### config.mk
export PLATFORM = sky130hd
export DESIGN_NAME = bsg_up_piso_credit_flat
export DESIGN_NICKNAME = d
export VERILOG_FILES = /design/src/rtl/bsg_up_piso_credit_if.sv /design/src/rtl/bsg_up_piso_credit.sv /design/src/flat_wrapper.sv
export SDC_FILE = /design/constraint.sdc
export NUM_CORES = 1
export LEC_CHECK = 0
export ABC_AREA = 0
export CORE_MARGIN = 2
export CORE_UTILIZATION = 40
export CTS_CLUSTER_DIAMETER = 150
export CTS_CLUSTER_SIZE = 16
export DETAILED_ROUTE_END_ITERATION = 16
export GPL_TIMING_DRIVEN = 0
export SETUP_SLACK_MARGIN = 0.2
export SKIP_CTS_REPAIR_TIMING = 1
export SLEW_MARGIN = 20
export SYNTH_ARGS = -nofsm -noshare
export SYNTH_HDL_FRONTEND = slang
export SYNTH_SLANG_ARGS = --single-unit
### constraint.sdc
create_clock -name clk -period 9.4 [get_ports clk]
set_input_delay 2.35 -clock clk [delete_from_list [all_inputs] [get_ports clk]]
set_output_delay 2.35 -clock clk [all_outputs]
set_load 0.01 [all_outputs]
### src/rtl/bsg_up_piso_credit_if.sv
// Core-side handshake and I/O-side beat/credit signals of the upstream PISO.
// Signal names match the original port list of the serializer.
interface bsg_up_piso_credit_if #(
    parameter int CORE_W  = 64,
    parameter int CH_NUM  = 2,
    parameter int CH_W    = 8,
    parameter int CREDITS = 16,
    parameter int SENT_W  = 7
);
    localparam int IO_W   = CH_NUM * CH_W;
    localparam int CRED_W = $clog2(CREDITS + 1);

    logic                core_valid_i;
    logic [CORE_W-1:0]   core_data_i;
    logic                core_ready_o;
    logic                io_valid_o;
    logic [IO_W-1:0]     io_data_o;
    logic                io_token_i;
    logic [CRED_W-1:0]   credit_o;
    logic [SENT_W-1:0]   sent_cnt_o;
    logic                busy_o;
    logic                credit_err_o;

    modport master (
        output core_valid_i, core_data_i, io_token_i,
        input  core_ready_o, io_valid_o, io_data_o, credit_o,
               sent_cnt_o, busy_o, credit_err_o
    );

    modport slave (
        input  core_valid_i, core_data_i, io_token_i,
        output core_ready_o, io_valid_o, io_data_o, credit_o,
               sent_cnt_o, busy_o, credit_err_o
    );
endinterface

### src/rtl/bsg_up_piso_credit.sv
// Upstream serializer: small input FIFO feeding a shift register that emits
// CH_NUM x CH_W beats, LSB slice first, gated by a credit pool.
module bsg_up_piso_credit #(
    parameter int CORE_W        = 64,
    parameter int CH_NUM        = 2,
    parameter int CH_W          = 8,
    parameter int DEPTH         = 2,
    parameter int CREDITS       = 16,
    parameter int TOKEN_CREDITS = 8,
    parameter int SENT_W        = 7
) (
    input logic                 clk,
    input logic                 rst,
    bsg_up_piso_credit_if.slave bus
);
    localparam int IO_W   = CH_NUM * CH_W;
    localparam int BEATS  = CORE_W / IO_W;
    localparam int CRED_W = $clog2(CREDITS + 1);
    localparam int SUM_W  = CRED_W + 1;
    localparam int PTR_W  = (DEPTH > 1) ? $clog2(DEPTH) : 1;
    localparam int CNT_W  = $clog2(DEPTH + 1);
    localparam int IDX_W  = $clog2(BEATS);

    typedef enum logic {IDLE, SHIFT} state_t;

    state_t              state;
    logic [CORE_W-1:0]   mem [DEPTH];
    logic [PTR_W-1:0]    wr_ptr, rd_ptr;
    logic [CNT_W-1:0]    count;
    logic [CORE_W-1:0]   shreg;
    logic [IDX_W-1:0]    beat_idx;
    logic [CRED_W-1:0]   credit;
    logic [SENT_W-1:0]   sent_cnt;
    logic                credit_err;

    logic                fifo_ready, fifo_nonempty, push, pop;
    logic                emit, last, load;
    logic [SUM_W-1:0]    credit_sum;

    always_comb begin
        fifo_ready    = count < CNT_W'(DEPTH);
        fifo_nonempty = count != '0;
        push          = bus.core_valid_i && fifo_ready;
        emit          = (state == SHIFT) && (credit != '0);
        last          = beat_idx == IDX_W'(BEATS - 1);
        // Reload on the final beat's edge keeps back-to-back words gapless.
        load          = fifo_nonempty && ((state == IDLE) || (emit && last));
        pop           = load;
        credit_sum    = SUM_W'(credit) - SUM_W'(emit)
                      + (bus.io_token_i ? SUM_W'(TOKEN_CREDITS) : '0);
    end

    always_ff @(posedge clk) begin
        if (push) begin
            mem[wr_ptr] <= bus.core_data_i;
        end
    end

    always_ff @(posedge clk) begin
        if (rst) begin
            wr_ptr <= '0;
            rd_ptr <= '0;
            count  <= '0;
        end else begin
            if (push) begin
                wr_ptr <= (wr_ptr == PTR_W'(DEPTH - 1)) ? '0 : wr_ptr + 1'b1;
            end
            if (pop) begin
                rd_ptr <= (rd_ptr == PTR_W'(DEPTH - 1)) ? '0 : rd_ptr + 1'b1;
            end
            count <= count + CNT_W'(push) - CNT_W'(pop);
        end
    end

    always_ff @(posedge clk) begin
        if (rst) begin
            state    <= IDLE;
            shreg    <= '0;
            beat_idx <= '0;
        end else if (load) begin
            state    <= SHIFT;
            shreg    <= mem[rd_ptr];
            beat_idx <= '0;
        end else if (emit) begin
            shreg    <= shreg >> IO_W;
            beat_idx <= beat_idx + 1'b1;
            if (last) begin
                state <= IDLE;
            end
        end
    end

    always_ff @(posedge clk) begin
        if (rst) begin
            credit     <= CRED_W'(CREDITS);
            credit_err <= 1'b0;
            sent_cnt   <= '0;
        end else begin
            if (credit_sum > SUM_W'(CREDITS)) begin
                credit     <= CRED_W'(CREDITS);
                credit_err <= 1'b1;
            end else begin
                credit <= credit_sum[CRED_W-1:0];
            end
            sent_cnt <= sent_cnt + SENT_W'(emit);
        end
    end

    assign bus.core_ready_o = fifo_ready;
    assign bus.io_valid_o   = emit;
    assign bus.io_data_o    = shreg[IO_W-1:0];
    assign bus.credit_o     = credit;
    assign bus.sent_cnt_o   = sent_cnt;
    assign bus.busy_o       = (state == SHIFT);
    assign bus.credit_err_o = credit_err;
endmodule

### src/flat_wrapper.sv
// flat-port wrapper written by rule: the top's interface ports become plain ports
module bsg_up_piso_credit_flat 
#(
    parameter int CORE_W        = 64,
    parameter int CH_NUM        = 2,
    parameter int CH_W          = 8,
    parameter int DEPTH         = 2,
    parameter int CREDITS       = 16,
    parameter int TOKEN_CREDITS = 8,
    parameter int SENT_W        = 7
)
  (clk, rst, bus_core_valid_i, bus_core_data_i, bus_io_token_i, bus_core_ready_o, bus_io_valid_o, bus_io_data_o, bus_credit_o, bus_sent_cnt_o, bus_busy_o, bus_credit_err_o);
  bsg_up_piso_credit_if #(.CORE_W(CORE_W), .CH_NUM(CH_NUM), .CH_W(CH_W), .CREDITS(CREDITS), .SENT_W(SENT_W)) bus_i ();
  input logic clk;
  input logic rst;
  input wire logic [$bits(bus_i.core_valid_i)-1:0] bus_core_valid_i;
  input wire logic [$bits(bus_i.core_data_i)-1:0] bus_core_data_i;
  input wire logic [$bits(bus_i.io_token_i)-1:0] bus_io_token_i;
  output wire logic [$bits(bus_i.core_ready_o)-1:0] bus_core_ready_o;
  output wire logic [$bits(bus_i.io_valid_o)-1:0] bus_io_valid_o;
  output wire logic [$bits(bus_i.io_data_o)-1:0] bus_io_data_o;
  output wire logic [$bits(bus_i.credit_o)-1:0] bus_credit_o;
  output wire logic [$bits(bus_i.sent_cnt_o)-1:0] bus_sent_cnt_o;
  output wire logic [$bits(bus_i.busy_o)-1:0] bus_busy_o;
  output wire logic [$bits(bus_i.credit_err_o)-1:0] bus_credit_err_o;
  assign bus_i.core_valid_i = bus_core_valid_i;
  assign bus_i.core_data_i = bus_core_data_i;
  assign bus_i.io_token_i = bus_io_token_i;
  assign bus_core_ready_o = bus_i.core_ready_o;
  assign bus_io_valid_o = bus_i.io_valid_o;
  assign bus_io_data_o = bus_i.io_data_o;
  assign bus_credit_o = bus_i.credit_o;
  assign bus_sent_cnt_o = bus_i.sent_cnt_o;
  assign bus_busy_o = bus_i.busy_o;
  assign bus_credit_err_o = bus_i.credit_err_o;
  bsg_up_piso_credit #(.CORE_W(CORE_W), .CH_NUM(CH_NUM), .CH_W(CH_W), .DEPTH(DEPTH), .CREDITS(CREDITS), .TOKEN_CREDITS(TOKEN_CREDITS), .SENT_W(SENT_W)) u_core (.clk(clk), .rst(rst), .bus(bus_i));
endmodule
==> flow_summary.yaml <==
run_status:
  status: "complete, no violations"
placement:
  io_buffers: 98
  hpwl_um: 12500
  dp.cells: 972
  preCtsSetupSlack_ns: 4.99
  gp_congestion: 0.818
logic_synthesis:
  syn_area_per_cell_um2: 13.9
  synth.distinct_cells: 41
  ys_seq_area_frac: 0.664
  synth.largest_area_cell: "edfxtp_1"
  synthFlopType: "edfxtp_1"
  netlist_instances: 601
  syn-num-nets: 681
  yosys_warnings: 0
  synth_top_area_frac: 0.460
  synthTopCellsByCount: "128 x edfxtp_1, 85 x dfxtp_1, 66 x nand2_1"
  synth_enable_flop_cells: 128
  synth_area_um2: 8350
  synth.most_common_cell: "edfxtp_1"
  ys_seq_elements: 213
  synth_area_leaders: "edfxtp_1 46%, dfxtp_1 20%, mux2i_1 7.8%"
  synthArstFlopShare: 0
power:
  p_per_area_nw_per_um2: 300
  power_mw: 3.07
  peakVddDrop_mv: 0.150
  p_leak_nw: 3.47
cells_and_area:
  n_fill_cell: 1750
  drive_gt1_frac: 0.141
  final_cells: 1001
  diodes: 0
  layout.nets: 801
  area_delta_synth_final_pct: 22.5
flow_run:
  cap_violations: 0
clock_network:
  htreeDepth: 1
  clkLatencyLatePin_ns: 0.48
  cts_tree: "done"
  clkSlewWorstSetupHoldPaths_ns: 0.07
  cts_buffers: 17
  clock_path_buffers: 3
  cts_root_buf: "clkbuf_16"
  cts.sinks: 213
worst_setup_path:
  endpoint_kind: "primary output"
  crit_type: "reg2out"
  cp.arrival_ns: 2.54
  worst-path-max-fanout: 12
  start_kind: "register"
  cp.required_ns: 7.05
route:
  drc: 0
  highest_layer: "met4"
  wirelength_met1_um: 7800
  routed_via_density: 5.03
  first_iter_violations: 313
  dr_wl_met3_um: 839
  wire_per_inst_um: 17.4
  wl_um: 17500
  wl_met2_um: 8540
  antenna_left: 0
  drt_pass1_iterations: 5
  via_count: 5033
grt:
  grt_max_degree: 41
  antenna_found_initial: 0
  grt_pass1_vias: 5185
  grt_pass1_wl_um: 27600
  grt_overflow: 0
  grt_usage: 0.160
sta:
  fmax_ghz: 0.204
  finalCritPeriodShare: 0.520
  hold_viol: 0
  slew_violations: 0
  finalSetupTns_ns: 0
  tightest_slew_ns: 0.796
  relSlewSlack: 0.469
  rsz0062_at_grt: "false"
  clock_skew_ns: 0.0129
  min_period_ns: 4.89
  finalSetupViolations: 0
  setup_slack_ns: 4.51
floorplan:
  num_io_pins: 100
  rows: 52
  die_h_um: 148
  initial_utilization: 0.410
  core_um2: 20400
  die_w_um: 148
  fp.dieArea_um2: 22100
worst_hold_path:
  hold_path_class: "reg2reg"
-- path summary, 6_finish.rpt --
kind	from	to	slack [ns]	depth (start not counted)
worst max-delay path	u_core.bus.credit_o[4]$_SDFF_PP1_	bus_io_valid_o	4.51	5
worst min-delay path	u_core.shreg[56]$_SDFFE_PP0P_	u_core.shreg[56]$_SDFFE_PP0P_	0.46	2
worst max register to register	u_core.bus.credit_o[2]$_SDFF_PP0_	u_core.bus.credit_o[1]$_SDFF_PP0_	6.04	13
worst min register to register	u_core.shreg[56]$_SDFFE_PP0P_	u_core.shreg[56]$_SDFFE_PP0P_	0.46	2
-- state kept, by name, indices dropped and copies added, names as in the netlist, named ones only --
| register | cells |
|---|---|
| u_core.mem | 128 |
| u_core.shreg | 64 |
| u_core.bus.sent_cnt_o | 7 |
| u_core.bus.credit_o | 5 |
| u_core.beat_idx | 2 |
| u_core.count | 2 |
| u_core.bus.busy_o | 1 |
| u_core.bus.credit_err_o | 1 |
| u_core.rd_ptr | 1 |
| u_core.wr_ptr | 1 |
-- layout by cell type, fill, tap and decap left out, drive strengths merged, types with 6 or more instances in the layout --
cell	instances
dfxtp	85
nor2	16
nand2	66
edfxtp	128
ha	11
clkdlybuf4s50	98
xnor2	9
clkbuf	47
a21oi	50
o21ai	18
nor2b	6
a221oi	48
mux2i	65
inv	15
buf	38
-- logic make-up (layout without fill, tap and decap cells) --
group / after synthesis / in the layout / share of synthesized area
AND/OR/NAND/NOR: 109 / 109 / 0.0578
buffers and inverters: 69 / 199 / 0.0466
adder cells (fa/ha/maj): 12 / 12 / 0.0189
AO/OA/AOI/OAI: 121 / 121 / 0.122
multiplexers: 65 / 65 / 0.0779
flip-flops: 213 / 213 / 0.664
XOR/XNOR: 12 / 12 / 0.0126
-- area by class of cell --
| cell class | count | area [µm²] | area share |
|---|---|---|---|
| multi-input cells | 319 | 2430 | 0.237 |
| plain buffers | 54 | 333 | 0.0325 |
| flip-flops and latches | 213 | 5550 | 0.542 |
| clock inverters | 1 | 16.3 | 0.00159 |
| clock buffers | 28 | 467 | 0.0456 |
| well taps | 270 | 338 | 0.0330 |
| repair buffers | 101 | 1050 | 0.102 |
| inverters | 15 | 56.3 | 0.00550 |
-- critical path, cell delays in order, from the launching register on --
cell	delay, ns
dfxtp_1	0.45
or2_2	0.20
o21ai_4	0.09
inv_2	0.12
clkbuf_1	0.53
clkdlybuf4s50_1	0.68
-- metrics by stage --
step                      hold slack [ns]  utilization  instance area (µm²)
after detailed placement            0.445        0.479                 9750
after global routing                0.488        0.502                10200
final                               0.458        0.502                10200
after CTS                           0.463        0.502                10200
after floorplan                     0.425            -                 8350
after global placement              0.447        0.475                 9670
-- layer usage --
metal | up-vias | global-route usage
met5 | - | 0
met4 | 0 | 0.0419
met3 | 24 | 0.0255
met2 | 103 | 0.268
met1 | 2447 | 0.218
li1 | 2459 | -
-- power breakdown --
group	total (mW)	internal (mW)	switching, mW
clock	0.659	0.343	0.317
combinational	1.08	0.506	0.575
sequential	1.33	1.22	0.117
Note: power is estimated with default switching activity, not from simulation.
